<file path="src/rtl/stuff_tx_pkg.sv">
// ============================================================================
// Module : stuff_tx_pkg
// Brief  : Shared state encoding and frame marker for the stuffing transmitter.
// Rev    : 1.0  initial release
// ============================================================================
`default_nettype none

package stuff_tx_pkg;

    typedef enum logic [2:0] {
        IDLE   = 3'd0,
        MARK1  = 3'd1,
        MARK2  = 3'd2,
        GUARD  = 3'd3,
        DATA   = 3'd4,
        STUFF  = 3'd5,
        PARITY = 3'd6
    } state_t;

    // Start-of-frame pattern; bit stuffing guarantees it never recurs in a frame.
    localparam logic [1:0] MARKER = 2'b11;

endpackage : stuff_tx_pkg

`default_nettype wire

</file>
<file path="src/rtl/stuff_tx.sv">
// ============================================================================
// Module : stuff_tx
// Brief  : Serial frame transmitter: marker 1,1,0 then MSB-first payload with a
//          0 stuffed after every 1. Optional even-parity bit via STUFF_TX_PARITY_EN.
// Rev    : 1.0  initial release
// ============================================================================
`default_nettype none

module stuff_tx
    import stuff_tx_pkg::*;
#(
    parameter int DATA_W = 8
) (
    input  logic              clk,
    input  logic              rst,
    input  logic [DATA_W-1:0] in_data,
    input  logic              in_valid,
    output logic              in_ready,
    output logic              w,
    output logic              busy,
    output logic              done
);

    localparam int CNT_W = $clog2(DATA_W + 1);

    state_t            state_q, state_d;
    logic [DATA_W-1:0] shift_q, shift_d;
    logic [CNT_W-1:0]  cnt_q,   cnt_d;
    logic              w_q,     w_d;
    logic              done_q,  done_d;
    logic              emit_bit;
    logic              finish;
`ifdef STUFF_TX_PARITY_EN
    logic              par_q,      par_d;
    logic              par_sent_q, par_sent_d;
`endif

    // w_d is the line level for the cycle spent in state_d, so w stays registered.
    always_comb begin
        state_d  = state_q;
        shift_d  = shift_q;
        cnt_d    = cnt_q;
        w_d      = 1'b0;
        done_d   = 1'b0;
        emit_bit = 1'b0;
        finish   = 1'b0;
`ifdef STUFF_TX_PARITY_EN
        par_d      = par_q;
        par_sent_d = par_sent_q;
`endif

        case (state_q)
            IDLE: begin
                if (in_valid) begin
                    state_d = MARK1;
                    w_d     = MARKER[1];
                    shift_d = in_data;
                    cnt_d   = CNT_W'(DATA_W);
`ifdef STUFF_TX_PARITY_EN
                    par_d      = ^in_data;
                    par_sent_d = 1'b0;
`endif
                end
            end
            MARK1: begin
                state_d = MARK2;
                w_d     = MARKER[0];
            end
            MARK2: begin
                state_d = GUARD;
                w_d     = 1'b0;
            end
            GUARD: begin
                emit_bit = 1'b1;
            end
            DATA: begin
                if (w_q) begin
                    state_d = STUFF;
                    w_d     = 1'b0;
                end else if (cnt_q != '0) begin
                    emit_bit = 1'b1;
                end else begin
                    finish = 1'b1;
                end
            end
            STUFF: begin
                if (cnt_q != '0) begin
                    emit_bit = 1'b1;
                end else begin
                    finish = 1'b1;
                end
            end
`ifdef STUFF_TX_PARITY_EN
            PARITY: begin
                if (w_q) begin
                    state_d = STUFF;
                    w_d     = 1'b0;
                end else begin
                    state_d = IDLE;
                    done_d  = 1'b1;
                end
            end
`endif
            default: begin
                state_d = IDLE;
            end
        endcase

        if (emit_bit) begin
            state_d = DATA;
            w_d     = shift_q[DATA_W-1];
            shift_d = shift_q << 1;
            cnt_d   = cnt_q - CNT_W'(1);
        end

        if (finish) begin
`ifdef STUFF_TX_PARITY_EN
            // Payload exhausted: send parity once, then close the frame.
            if (!par_sent_q) begin
                state_d    = PARITY;
                w_d        = par_q;
                par_sent_d = 1'b1;
            end else begin
                state_d = IDLE;
                done_d  = 1'b1;
            end
`else
            state_d = IDLE;
            done_d  = 1'b1;
`endif
        end
    end

    always_ff @(posedge clk or posedge rst) begin
        if (rst) begin
            state_q <= IDLE;
            shift_q <= '0;
            cnt_q   <= '0;
            w_q     <= 1'b0;
            done_q  <= 1'b0;
        end else begin
            state_q <= state_d;
            shift_q <= shift_d;
            cnt_q   <= cnt_d;
            w_q     <= w_d;
            done_q  <= done_d;
        end
    end

`ifdef STUFF_TX_PARITY_EN
    always_ff @(posedge clk or posedge rst) begin
        if (rst) begin
            par_q      <= 1'b0;
            par_sent_q <= 1'b0;
        end else begin
            par_q      <= par_d;
            par_sent_q <= par_sent_d;
        end
    end
`endif

    assign in_ready = (state_q == IDLE);
    assign busy     = (state_q != IDLE);
    assign w        = w_q;
    assign done     = done_q;

endmodule : stuff_tx

`default_nettype wire

</file>
<file path="config.mk">
export PLATFORM = sky130hd
export DESIGN_NAME = stuff_tx
export DESIGN_NICKNAME = d
export VERILOG_FILES = /design/src/rtl/stuff_tx_pkg.sv /design/src/rtl/stuff_tx.sv
export SDC_FILE = /design/constraint.sdc
export NUM_CORES = 1
export LEC_CHECK = 0
export CORE_ASPECT_RATIO = 0.9
export CORE_MARGIN = 3
export CORE_UTILIZATION = 35
export CTS_CLUSTER_DIAMETER = 80
export CTS_CLUSTER_SIZE = 10
export DETAILED_ROUTE_END_ITERATION = 8
export GPL_TIMING_DRIVEN = 0
export HOLD_SLACK_MARGIN = 0.12
export PLACE_DENSITY_LB_ADDON = 0.1
export SYNTH_ARGS = -nofsm -noshare
export SYNTH_HDL_FRONTEND = slang
export SYNTH_SLANG_ARGS = --single-unit
</file>
<file path="constraint.sdc">
create_clock -name clk -period 1.85 [get_ports clk]
set_input_delay 0.37 -clock clk [delete_from_list [all_inputs] [get_ports clk]]
set_output_delay 0.37 -clock clk [all_outputs]
set_load 0.05 [all_outputs]
</file>
==> impl_metrics.env <==
export IMPL_yosys_area_share_simple_pct=20.1
export IMPL_initial_core_util_pct=38.1
export IMPL_p_seq_share_pct=32.1
export IMPL_gr_total_overflow=0
export IMPL_layout_min_cycle_time_ps=1790
export IMPL_tightestPinTransition_ps=642
export IMPL_internal_power_mw=1.14
export IMPL_die_area_um2=3090
export IMPL_power_density_nw_per_um2=1830
export IMPL_synth_fp_nets=94
export IMPL_required_ps=1480
export IMPL_ys_seq_elements=17
export IMPL_post_synth_top_area_cell="dfrtp_1"
export IMPL_clk_latency_ps=300
export IMPL_cp_arrival_ps=1420
export IMPL_dr_pass1_iters=4
export IMPL_cp_num_buf_inv=1
export IMPL_ys_flop_type="dfrtp_1"
export IMPL_leakage_nw=0.511
export IMPL_drtIter0Drc=11
export IMPL_ctsRootBufferMaster="clkbuf_4"
export IMPL_setup_violations=0
export IMPL_antenna_found_initial=0
export IMPL_drt_wl_total_um=1750
export IMPL_status="complete, no violations"
export IMPL_synthCells=81
export IMPL_syn_area_um2=861
export IMPL_grt_usage_pct=12.7
export IMPL_critPathCaptureType="primary output"
export IMPL_syn2layout_area_growth_pct=25.6
export IMPL_cts_tree="built"
export IMPL_critPathSlowestCell="clkdlybuf4s50_1"
export IMPL_timing_final_crit_share_pct=96.7
export IMPL_nFillCells=225
export IMPL_mostFrequentLayoutCells="dfrtp_1, clkdlybuf4s50_1, and3_1, nand2_1, a221o_1"
export IMPL_die_width_um=58.3
export IMPL_ir_drop_mv=0.867
export IMPL_multi_input_area_um2=389
export IMPL_rows=16
export IMPL_ys_seq_area_share_pct=49.4
export IMPL_instances_no_fill=127
export IMPL_avgSynthCellArea_um2=10.6
export IMPL_layout_setup_ws_ps=61.9
export IMPL_cp_cell_sequence="clkdlybuf4s50_1"
export IMPL_placedCellCount=122
export IMPL_portBuffers=14
export IMPL_viasPerCell=5.06
export IMPL_synth_warnings=0
export IMPL_gp_congestion=0.658
export IMPL_cts_buffers=3
export IMPL_cp_max_fo=1
export IMPL_first_global_vias=601
export IMPL_max_freq_ghz=0.559
export IMPL_hold_viol_final=0
export IMPL_switching_share_pct=42.4
export IMPL_clkPwrFrac_pct=10.6
export IMPL_clkTransAtPathRegs_ps=110
export IMPL_hold_class="in -> async"
export IMPL_relSlewSlack_pct=57.1
export IMPL_synthMuxAreaShare_pct=2.47
export IMPL_maxCapViolations=0
export IMPL_report_final_slew_viol_count=0
export IMPL_final_nets=114
export IMPL_p_sw_mw=0.841
export IMPL_synth_area_leaders="dfrtp_1, a221o_1, and3_1"
export IMPL_clock_skew_ps=4.58
export IMPL_yosys_area_top_type_share_pct=49.4
export IMPL_cpPeakStageDelay_ps=790
export IMPL_die_h_um=53.1
export IMPL_critical_path_class="reg -> out"
export IMPL_synth_compound_gate_area_share_pct=16.0
export IMPL_ys_types=32
export IMPL_async_reset_ff_share_pct=100
export IMPL_cts_buffer_depth=2
export IMPL_antennaDiodeCount=0
export IMPL_rsz0062_at_grt="false"
export IMPL_grt_max_degree=18
export IMPL_startpoint_type="flip-flop"
export IMPL_grt_pass1_wl_um=2870
export IMPL_drc=0
export IMPL_final_common_cell="dfrtp_1"
export IMPL_hpwl_um=1160
export IMPL_place_ws_ps=-341
export IMPL_synth_fa_ha_area_share_pct=2.91
export IMPL_cp_top_family="buffers and inverters"
export IMPL_htreeDepth=1
export IMPL_p_comb_share_pct=57.3
export IMPL_ios=15
export IMPL_numClockSinks=17
export IMPL_ant_nets=0
export IMPL_wire_per_inst_um=13.8
export IMPL_drive_gt1_share_pct=19.0
export IMPL_synth_top_family_by_area="simple AND/OR/NAND/NOR gates"
export IMPL_vias=643
export IMPL_synth_xor_area_share_pct=2.03
export IMPL_core_um2=2260
export IMPL_synth_edff_count=0
export IMPL_seq_area_um2=425
-- cell families (layout without fill, tap and decap cells) --
kind of cell,Yosys count,after routing
AOI/OAI and AO/OA,16,16
and+or+nand+nor,31,31
DFF,17,17
buffers and inverters,11,30
muxes,2,2
xor gates and xnor gates,2,2
adders and majority gates,2,2
-- power groups by stage --
stage          combinational [mW]  sequential [mW]  clock, mW
6_report                     1.14            0.636      0.210
2_1_floorplan               0.816            0.658          0
5_1_grt                      1.26            0.655      0.234
3_3_place_gp                 1.08            0.639          0
4_1_cts                      1.11            0.633      0.219
3_5_place_dp                 1.09            0.638          0
-- routing by layer --
| layer | up-vias | part of all wire, % | GRT usage (%) |
|---|---|---|---|
| met5 | - | 0 | 0 |
| met4 | 0 | 0 | 3.47 |
| met3 | 0 | 4.5 | 4.39 |
| met2 | 12 | 46 | 19.1 |
| met1 | 304 | 49 | 17.2 |
| li1 | 327 | - | - |
-- flip-flops by register name (all words and copies together), names as in the netlist --
| signal | count |
|---|---|
| done | 1 |
| w | 1 |
| state_q | 3 |
| shift_q | 8 |
| cnt_q | 4 |
-- cell type report --
| cell class | count | share of cell area (%) |
|---|---|---|
| clock buffer | 4 | 2.43 |
| sequential | 17 | 39.4 |
| inverter | 5 | 1.74 |
| timing repair buffer | 15 | 13.1 |
| tap | 27 | 3.12 |
| multi-input combinational | 53 | 36.0 |
| buffer | 6 | 4.28 |
-- cell usage after synthesis, types with 2 or more instances --
cell	number
ha_1	2
inv_1	5
and3_1	7
nand2_1	6
nor2_1	4
o21ai_0	2
a221o_1	6
nand2b_1	2
buf_6	2
dfrtp_1	17
clkbuf_1	2
nand3_1	3
nor3_1	4
-- final timing paths --
kind	start	endpoint	slack [ps]	depth (start not counted)
worst min register to register	shift_q[7]	w	490	1
worst max register to register	state_q[2]	shift_q[5]	190	6
min in group clk	shift_q[7]	w	490	1
worst max-delay path	done	done	60	1
max in group asynchronous	rst	shift_q[3]	990	2
worst min-delay path	rst	state_q[2]	450	2
-- metrics by stage --
stage                     setup TNS [ps]  hold slack, ps  cell area (µm²)  power (mW)  util (%)
after floorplan                        0             296              862        1.47         -
after global placement              -577             467             1040        1.72      45.8
after detailed placement            -597             469             1040        1.73      45.8
after CTS                              0             488             1070        1.96      47.3
after global routing                   0             516             1080        2.15      47.8
final                                  0             449             1080        1.98      47.8
-- what timing repair did --
| action | CTS | global route |
|---|---|---|
| endpoints found under the setup margin | 3 | 10 |
| hold buffers | 0 | 0 |
| setup buffers | 1 | 0 |
| gates resized for setup | 15 | 3 |
| pin swaps | 0 | 1 |
| gates cloned | 0 | 0 |
Power figures use the tool's default switching activity.
